[config.mk]
export PLATFORM = sky130hd
export DESIGN_NAME = universal_shift_register
export DESIGN_NICKNAME = d
export VERILOG_FILES = /design/src/rtl/universal_shift_register.sv
export SDC_FILE = /design/constraint.sdc
export NUM_CORES = 1
export LEC_CHECK = 0
export ABC_AREA = 1
export CAP_MARGIN = 20
export CORE_MARGIN = 1.5
export CORE_UTILIZATION = 39
export DETAILED_ROUTE_END_ITERATION = 7
export GPL_TIMING_DRIVEN = 0
export PLACE_DENSITY = 0.7
export SETUP_SLACK_MARGIN = 0.05
export SLEW_MARGIN = 25
export SYNTH_ARGS = -nofsm -noshare
export SYNTH_HDL_FRONTEND = slang
export SYNTH_SLANG_ARGS = --single-unit
[constraint.sdc]
create_clock -name clk -period 1.3 [get_ports clk]
set_input_delay 0.39 -clock clk [delete_from_list [all_inputs] [get_ports clk]]
set_output_delay 0.39 -clock clk [all_outputs]
set_load 0.02 [all_outputs]
[src/rtl/universal_shift_register.sv]
// WIDTH-bit register with parallel load and a counted, mode-selected
// multi-step shift sequence, using a busy/done handshake (IDLE -> SHIFT -> DONE).
module universal_shift_register #(
  parameter int WIDTH = 8,
  parameter int AMT_W = 4
) (
  input  logic             clk,
  input  logic             reset,
  input  logic             load,
  input  logic [WIDTH-1:0] data_in,
  input  logic             start,
  input  logic [2:0]       mode,
  input  logic [AMT_W-1:0] amount,
  input  logic             ser_in,
  output logic [WIDTH-1:0] data_out,
  output logic             ser_out,
  output logic             busy,
  output logic             done
);

  typedef enum logic [1:0] {IDLE, SHIFT, DONE} state_t;

  localparam logic [AMT_W-1:0] WMAX = AMT_W'(WIDTH);

  state_t           state, state_nx;
  logic [2:0]       mode_q, mode_nx;
  logic [AMT_W-1:0] cnt, cnt_nx, amt_sat;
  logic [WIDTH-1:0] data_nx, step_q;
  logic             ser_nx, step_so;

  assign amt_sat = (amount > WMAX) ? WMAX : amount;
  assign busy    = (state == SHIFT);
  assign done    = (state == DONE);

  // One single-bit step of the latched mode; reserved mode holds everything.
  always_comb begin
    step_q  = data_out;
    step_so = ser_out;
    case (mode_q)
      3'b000: begin step_q = {data_out[WIDTH-2:0], 1'b0};               step_so = data_out[WIDTH-1]; end
      3'b001: begin step_q = {1'b0, data_out[WIDTH-1:1]};               step_so = data_out[0];       end
      3'b010: begin step_q = {data_out[WIDTH-1], data_out[WIDTH-1:1]};  step_so = data_out[0];       end
      3'b011: begin step_q = {data_out[WIDTH-2:0], data_out[WIDTH-1]};  step_so = data_out[WIDTH-1]; end
      3'b100: begin step_q = {data_out[0], data_out[WIDTH-1:1]};        step_so = data_out[0];       end
      3'b101: begin step_q = {data_out[WIDTH-2:0], ser_in};             step_so = data_out[WIDTH-1]; end
      3'b110: begin step_q = {ser_in, data_out[WIDTH-1:1]};             step_so = data_out[0];       end
      default: ;
    endcase
  end

  always_comb begin
    state_nx = state;
    mode_nx  = mode_q;
    cnt_nx   = cnt;
    data_nx  = data_out;
    ser_nx   = ser_out;
    case (state)
      IDLE: begin
        if (load) begin
          data_nx = data_in;
        end else if (start) begin
          mode_nx  = mode;
          cnt_nx   = amt_sat;
          state_nx = (amt_sat == '0) ? DONE : SHIFT;
        end
      end
      SHIFT: begin
        data_nx = step_q;
        ser_nx  = step_so;
        cnt_nx  = cnt - 1'b1;
        if (cnt == AMT_W'(1)) state_nx = DONE;
      end
      DONE:    state_nx = IDLE;
      default: state_nx = IDLE;
    endcase
  end

  always_ff @(posedge clk) begin
    if (reset) begin
      state    <= IDLE;
      mode_q   <= '0;
      cnt      <= '0;
      data_out <= '0;
      ser_out  <= 1'b0;
    end else begin
      state    <= state_nx;
      mode_q   <= mode_nx;
      cnt      <= cnt_nx;
      data_out <= data_nx;
      ser_out  <= ser_nx;
    end
  end

endmodule

Yosys cells after proc, flatten, opt, wreduce, memory -nomap -nowiden
Cells that the tools add are included.
W data, S select, Z words.

cells by class
  reduce and logical (&&, ||, !) cells = 13
  $add $sub $neg = 1
  magnitude comparators = 1
  eq/ne operators = 16
  bitwise gates (word level) = 1
  muxes and demuxes = 13

operators by type and width
  kind                   number
  $pmux W8 S7            1
  $pmux W8 S2            1
  $mux W4                3
  $reduce_and A3 Y1      4
  $eq A3 B3 Y1 const B   3
  $mux W2                4
  $mux W8                1
  $ne A2 B2 Y1 const B   4
  $ne A8 B1 Y1 const B   1
  $pmux W4 S2            1
  $ne A7 B1 Y1 const B   1
  $eq A3 B2 Y1 const B   2
  $eq A4 B1 Y1 const B   1
  $gt A4 B4 Y1 const B   1
  $logic_not A4 Y1       1
  $pmux W2 S2            1
  $reduce_and A4 Y1      1
  $reduce_bool A2 Y1     2
  $reduce_or A4 Y1       1
  $sub A4 B1 Y4 const B  1
  $eq A3 B1 Y1 const B   1
  $logic_not A3 Y1       1
  $reduce_or A3 Y1       1
  $eq A2 B1 Y1 const B   1
  6 further kinds        6

storage, ports and cells
  word-level logic and storage cells = 51
  input port bits = 20
  flip-flop bits (word level) = 18

Logic depth before layout (Yosys ltp)
Gate-level depths: netlist of the first run.

  depth after elaboration = 7
  gate-level depth with buffers = 9
  depth with buffers taken out = 9

Least setup slack after synthesis of the first run
OpenSTA, ideal clock, no wires.

  kind = reg2reg
  start point = reg state[0]
  end point = reg data_out[2]
  arrival = 1.078 ns
  path slack = 0.106 ns
  cell stages (with the launch flop) = 9
  data required time = 1.184 ns
  cells stage by stage = dfxtp_1 inv_2 nor2_4 inv_2 o21ai_1 inv_2 buf_6 o21ai_1 a21oi_1

between the ends
  longest elaborated chain between the ends = 3
  elaborated cells on any way between the ends = 7
  classes of those cells = 3 x eq/ne; 1 x mux; 3 x reduce/logical

RTL lines
  element                                           line  text
  start: declaration                                25    state_t state, state_nx;
  start signal: assignment                          86    state <= state_nx;
  $eq A2 B1 Y1 or $logic_not A2 Y1 (tied branches)  57    case (state)
  $ne A8 B1 Y1 (no line) (tied with other cells)    n/a
  $reduce_and A3 Y1 (no line)                       n/a
  end signal: assignment                            89    data_out <= data_nx;
  end: declaration                                  15    output logic [WIDTH-1:0] data_out,

Parallel ways exist; a longest one is shown, timed or not.
A chain may end at the register's enable or synchronous reset.

Worst setup path in the final report of the first run
  start point = reg state[0]
  end point = out busy

between the ends
  longest elaborated chain between the ends = 1

RTL lines
  element           line  text
  $eq A2 B1 Y1      32    assign busy = (state == SHIFT);
  end: declaration  17    output logic busy,

No other way between the ends.

==> results of run 1 <==
cells in the mapped netlist (all sizes together):
master   n
nand2   29
nand3   21
a21oi   20
dfxtp   18
inv     18
o21ai   16
nor2    12
nand4    8
or2      5
buf      4
a22oi    2
ha       2
xor2     2
clkbuf   1
nor3     1
nor4     1
o21bai   1
path summary, 6_finish.rpt:
path	startpoint	to	depth (start not counted)
min	ser_out	ser_out	2
max reg2reg	state[0]	data_out[1]	9
max	state[0]	busy	4
min reg2reg	ser_out	ser_out	2
placed cells by master (no fill, tap or decap), types with 6 or more instances in the layout:
| cell | instances |
|---|---|
| a21oi_1 | 18 |
| buf_4 | 16 |
| clkdlybuf4s50_1 | 17 |
| dfxtp_1 | 6 |
| dfxtp_2 | 9 |
| inv_1 | 10 |
| inv_2 | 6 |
| nand2_1 | 26 |
| nand3_1 | 16 |
| nand4_1 | 8 |
| nor2_1 | 9 |
| o21ai_0 | 6 |
| o21ai_1 | 9 |
worst max-delay path, cell delays in order (launching register included):
cell and delay [ns]:
dfxtp_2 0.35, inv_2 0.05, nor2_4 0.08, buf_6 0.11, buf_6 0.10
kinds of logic after synthesis:
logic type               after synthesis  share of synthesized area (%)
adder cells (fa/ha/maj)                2                           2.31
AO/OA/AOI/OAI                         39                           18.7
XOR/XNOR                               2                           1.62
AND/OR/NAND/NOR                       77                           35.2
flip-flops                            18                           33.2
buffers and inverters                 23                           9.00
flip-flops by register name, indices dropped and copies added (netlist names):
name,cells
data_out,8
cnt,4
mode_q,3
state,2
ser_out,1
through the flow:
stage,cells,TNS (ns),instance area (µm²),hold slack [ns]
after floorplan,161,0,1080,0.438
after global placement,221,-7.71,1420,0.454
after detailed placement,221,-8.08,1420,0.460
after CTS,231,-0.372,1530,0.474
after global routing,234,-0.897,1620,0.513
final,234,-0.223,1620,0.473
layout make-up:
cell class,instances,area [µm²]
buffer,5,48.8
inverter,18,72.6
timing repair buffer,39,338
sequential,18,383
fill,246,921
clock buffer,4,36.3
tap,30,37.5
multi-input combinational,120,708
per-layer routing:
layer	track usage [%]	vias to the layer above	routed length (µm)
met5	0	-	0
met4	7.67	0	36
met3	4.19	5	139
met2	32.7	30	1460
met1	23.6	566	1320
li1	-	637	-
what timing repair did:
item / in CTS / in global routing
gates cloned: 1 / 0
pin swaps: 3 / 2
buffers inserted: 5 / 3
gates resized for setup: 85 / 22
setup endpoints to repair: 26 / 23
power by group through the flow:
stage / Sequential, W / Clock, W / Combinational [W]
floorplan: 0.000694 / 0 / 0.000282
global placement: 0.000669 / 0 / 0.000490
detailed placement: 0.000672 / 0 / 0.000498
CTS: 0.000664 / 0.000365 / 0.000533
global route: 0.000670 / 0.000391 / 0.000644
finish: 0.000661 / 0.000364 / 0.000589
==> qor.csv, run 1 <==
stage;metric;value;unit
setup_path;cp_max_fo;2;
clock_network;cts.path.max_buffers;2;
synth;synth.avg_cell_area;6.74;µm²
place;post-place-ws;-0.535;ns
place;port_buffers;30;
synth;yosys-top-cells-area;dfxtp_1 33%, nand2_1 9.7%, a21oi_1 9.2%, nand3_1 8.3%, o21ai_0 5.1%;
cells_and_area;n_antenna_cell;0;
clock_network;insertion_delay;0.30;ns
power_and_ir_drop;vdd_ir_drop_max;529;µV
synth;synth.ff_latch_count;18;
synth;synth_nets;183;
power_and_ir_drop;p_clk_share;22.5;%
synth;synth_top_cell_area_share;33.2;%
global_route;grt_pass1_wl;4840;µm
clock_network;clk_pin_slew;0.11;ns
cells_and_area;nets;227;
route;drt_iter0_drc;42;
power_and_ir_drop;leakage;0.693;nW
power_and_ir_drop;p_comb_share;36.5;%
global_route;antenna_found_initial;0;
clock_network;cts_num_sinks;18;
clock_network;cts_tree;yes;
route;vias_per_cell;5.29;
outcome;violations;setup timing;
power_and_ir_drop;seq_power_share;41.0;%
power_and_ir_drop;swShare;34.8;%
synth;synth.distinct_cells;23;
clock_network;ctsHoldBuffers;0;
synth;synth.cell_area;1080;µm²
min_path;hold_path.class;flop to flop;
timing;finalCriticalPeriod;1.39;ns
synth;ys_seq_area_share;33.2;%
die;die-area;3110;µm²
cells_and_area;syn2layout_area_growth;49.7;%
clock_network;htree_levels;1;
power_and_ir_drop;power;0.00161;W
route;dr.pass1.iters;4;
die;die_w;55.7;µm
place;place_congestion;0.882;
route;post-route-drc-count;0;
timing;rsz0062_at_grt;true;
setup_path;crit_type;flop to output pin;
timing;finalCritPeriodShare;107;%
setup_path;critPathArrivalTime;1.00;ns
die;core_area;2540;µm²
global_route;grt_overflow;0;
synth;synth_warnings;0;
flow_run;drv_cap;0;
outcome;status;complete, but fails checks;
die;ios;31;
cells_and_area;layout-drive-gt1-share;33.8;%
die;start_util;42.6;%
die;rows;18;
power_and_ir_drop;powerDensity;994;nW/µm²
route;wl_per_cell;12.6;µm
power_and_ir_drop;p_sw;0.000562;W
setup_path;start_kind;flop;
power_and_ir_drop;p_int;0.00105;W
synth;synth_area_leader_cell;dfxtp_1;
route;via_count;1238;
timing;tightestPinTransition;0.272;ns
place;dp_hpwl;2080;µm
timing;finalSetupViolations;7;
global_route;grt_usage;19.3;%
timing;layout_setup_ws;-0.0874;ns
clock_network;cts_buffers;3;
route;ant_nets;0;
timing;finalClockSkew;0.000984;ns
clock_network;root_buffer;clkbuf_4;
setup_path;required;0.91;ns
global_route;grt_max_degree;11;
timing;hold_viol_final;0;
timing;fmax;721;MHz
setup_path;ff2ff_setup_slack;-0.02;ns
timing;max_slew_margin;81.9;%
setup_path;endpoint_kind;output pin;
global_route;grt_pass1_vias;1118;
timing;slew_violations;0;
cells_and_area;utilization;63.8;%
synth;synthCells;161;
die;fp.dieH;55.7;µm
route;postRouteWirelength;2950;µm
Note: power is estimated with default switching activity, not from simulation.
==> run 2, diff against run 1 <==
Settings changed: CELL_PAD_IN_SITES_DETAIL_PLACEMENT set to 0, CELL_PAD_IN_SITES_GLOBAL_PLACEMENT set to 1, CORE_UTILIZATION 39 to 29, GPL_TIMING_DRIVEN 0 to not set, PLACE_DENSITY 0.7 to not set, PLACE_DENSITY_LB_ADDON set to 0.1.
==> run 2 against run 1 <==
  * The run still ends with setup timing left
  * Clock skew grew 0.0035 ns
  * Flip-flop and latch count is the same
  * Global-route usage shrank 2.5 points
  * Worst setup slack gained 0.024 ns
  * Combinational power grew 14%
  * Die area grew 32%
  * Critical path type unchanged
  * Critical endpoint unchanged
  * Highest routed layer unchanged
==> qor.csv, run 2 (synthesis gave the netlist of run 1 again) <==
stage;metric;value;unit
clock_network;cts_num_sinks;18;
cells_and_area;layout-drive-gt1-share;39.6;%
die;die_w;64.2;µm
cells_and_area;seqCellArea;369;µm²
global_route;grt_max_degree;16;
cells_and_area;multi_input_area;711;µm²
die;rows;22;
clock_network;cts_buffers;3;
global_route;grt_pass1_wl;5490;µm
global_route;grt-busiest-layer;met2;
cells_and_area;utilization;49.9;%
route;wl_per_cell;12.3;µm
power_and_ir_drop;leakage;0.796;nW
setup_path;critPathCapture;busy;
timing;setup_tns;-0.148;ns
global_route;grt_overflow;0;
place;placed_area;1640;µm²
die;core_area;3630;µm²
clock_network;cts.path.max_buffers;2;
cells_and_area;final_cell_mix;30 x buf_4, 26 x nand2_1, 18 x clkdlybuf4s50_1, 16 x a21oi_1, 15 x nand3_1;
route;postRouteWirelength;3350;µm
cells_and_area;n_antenna_cell;0;
timing;finalClockSkew;0.00451;ns
timing;hold-worst-slack;0.465;ns
timing;max_slew_margin;83.8;%
setup_path;endpoint_kind;output pin;
route;ant_nets;0;
cells_and_area;top_regs;data_out x8, cnt x4, mode_q x3;
route;drt_iter0_drc;62;
timing;fmax;734;MHz
setup_path;ff2ff_setup_slack;-0.06;ns
cells_and_area;finalInstanceArea;1810;µm²
route;vias_per_cell;4.83;
timing;hold_viol_final;0;
clock_network;cts_tree;yes;
route;post-route-drc-count;0;
cells_and_area;num-fill-cells;408;
place;port_buffers;30;
timing;finalSetupViolations;3;
die;ios;31;
timing;tightestPinTransition;0.242;ns
setup_path;required;0.91;ns
outcome;status;complete, but fails checks;
cells_and_area;largest_register;data_out;
timing;finalCritPeriodShare;105;%
clock_network;htree_levels;1;
cells_and_area;syn2layout_area_growth;67.1;%
global_route;antenna_found_initial;0;
outcome;violations;setup timing;
clock_network;clk_pin_slew;0.08;ns
setup_path;r2r-start;state[1];
cells_and_area;largest_register_ffs;8;
flow_run;drv_cap;0;
power_and_ir_drop;powerDensity;988;nW/µm²
die;fp.dieH;64.2;µm
clock_network;ctsHoldBuffers;0;
clock_network;insertion_delay;0.26;ns
die;die-area;4120;µm²
place;place_congestion;0.851;
setup_path;reg2reg_to;data_out[3];
global_route;grt_pass1_vias;1239;
power_and_ir_drop;vdd_ir_drop_max;386;µV
timing;slew_violations;0;
place;dp_hpwl;2430;µm
global_route;grtUsageMet2;29.3;%
route;dr.pass1.iters;4;
clock_network;root_buffer;clkbuf_8;
timing;rsz0062_at_grt;true;
setup_path;start_kind;flop;
setup_path;cp_max_fo;3;
die;start_util;29.9;%
min_path;worstHoldPathCells;2;
cells_and_area;layout_commonest_cell;buf_4;
route;via_count;1318;
setup_path;r2r_cells;7;
setup_path;crit_type;flop to output pin;
global_route;use_met1;21.3;%
min_path;hold_path.class;flop to flop;
global_route;use_met3;2.64;%
cells_and_area;nets;248;
timing;layout_setup_ws;-0.0630;ns
timing;finalCriticalPeriod;1.36;ns
setup_path;critPathArrivalTime;0.97;ns
setup_path;critPathLaunch;state[1];
global_route;grt_usage;16.8;%
run 2: changes by cell type in the layout (fill, tap and decap cells not counted), sizes merged:
cell           before  now
clkinvlp            0    1
buf                24   45
dlygate4sd2         2    1
clkdlybuf4s50      17   18
clkbuf              5    4
run 2: layout make-up:
class	instances	area share, %
multi-input combinational	120	39.2
timing repair buffer	64	29.5
sequential	18	20.4
inverter	18	4.14
tap	48	3.31
clock buffer	4	3.04
timing repair inverter	1	0.414
run 2: worst min path at each step:
stage	start	to	slack [ns]
6_report	ser_out	ser_out	0.46
3_5_place_dp	ser_out	ser_out	0.46
3_3_place_gp	ser_out	ser_out	0.45
5_1_grt	ser_out	ser_out	0.49
2_1_floorplan	cnt[3]	cnt[3]	0.44
4_1_cts	ser_out	ser_out	0.47
run 2: stage by stage:
| step | setup WS, ns | power [W] | instances |
|---|---|---|---|
| 6_report | -0.0630 | 0.00179 | 273 |
| 5_1_grt | -0.128 | 0.00191 | 273 |
| 4_1_cts | -0.0792 | 0.00178 | 272 |
| 3_5_place_dp | -0.452 | 0.00127 | 262 |
| 3_3_place_gp | -0.390 | 0.00126 | 262 |
| 2_1_floorplan | 0.106 | 0.000976 | 161 |
run 2: critical path, stage by stage, from the launching register on:
cell and delay (ns):
dfxtp_4 0.36, nor2_4 0.11, buf_4 0.13, buf_6 0.11
run 2: layer usage:
| metal | vias up | routed length [µm] |
|---|---|---|
| li1 | 681 | - |
| met1 | 607 | 1560 |
| met2 | 26 | 1620 |
| met3 | 4 | 126 |
| met4 | 0 | 38 |
| met5 | - | 0 |
run 2: what timing repair did:
action / in CTS / in global routing
pin swaps: 9 / 6
cloned: 1 / 0
setup endpoints to repair: 26 / 23
setup buffers: 5 / 1
gates resized for setup: 66 / 23
run 2: power breakdown:
part           leakage, nW  internal, W  switching (W)  total, W
sequential           0.151     0.000606      0.0000359  0.000642
combinational        0.616     0.000318       0.000351  0.000669
clock               0.0288     0.000269       0.000211  0.000481
total                0.796      0.00119       0.000598   0.00179
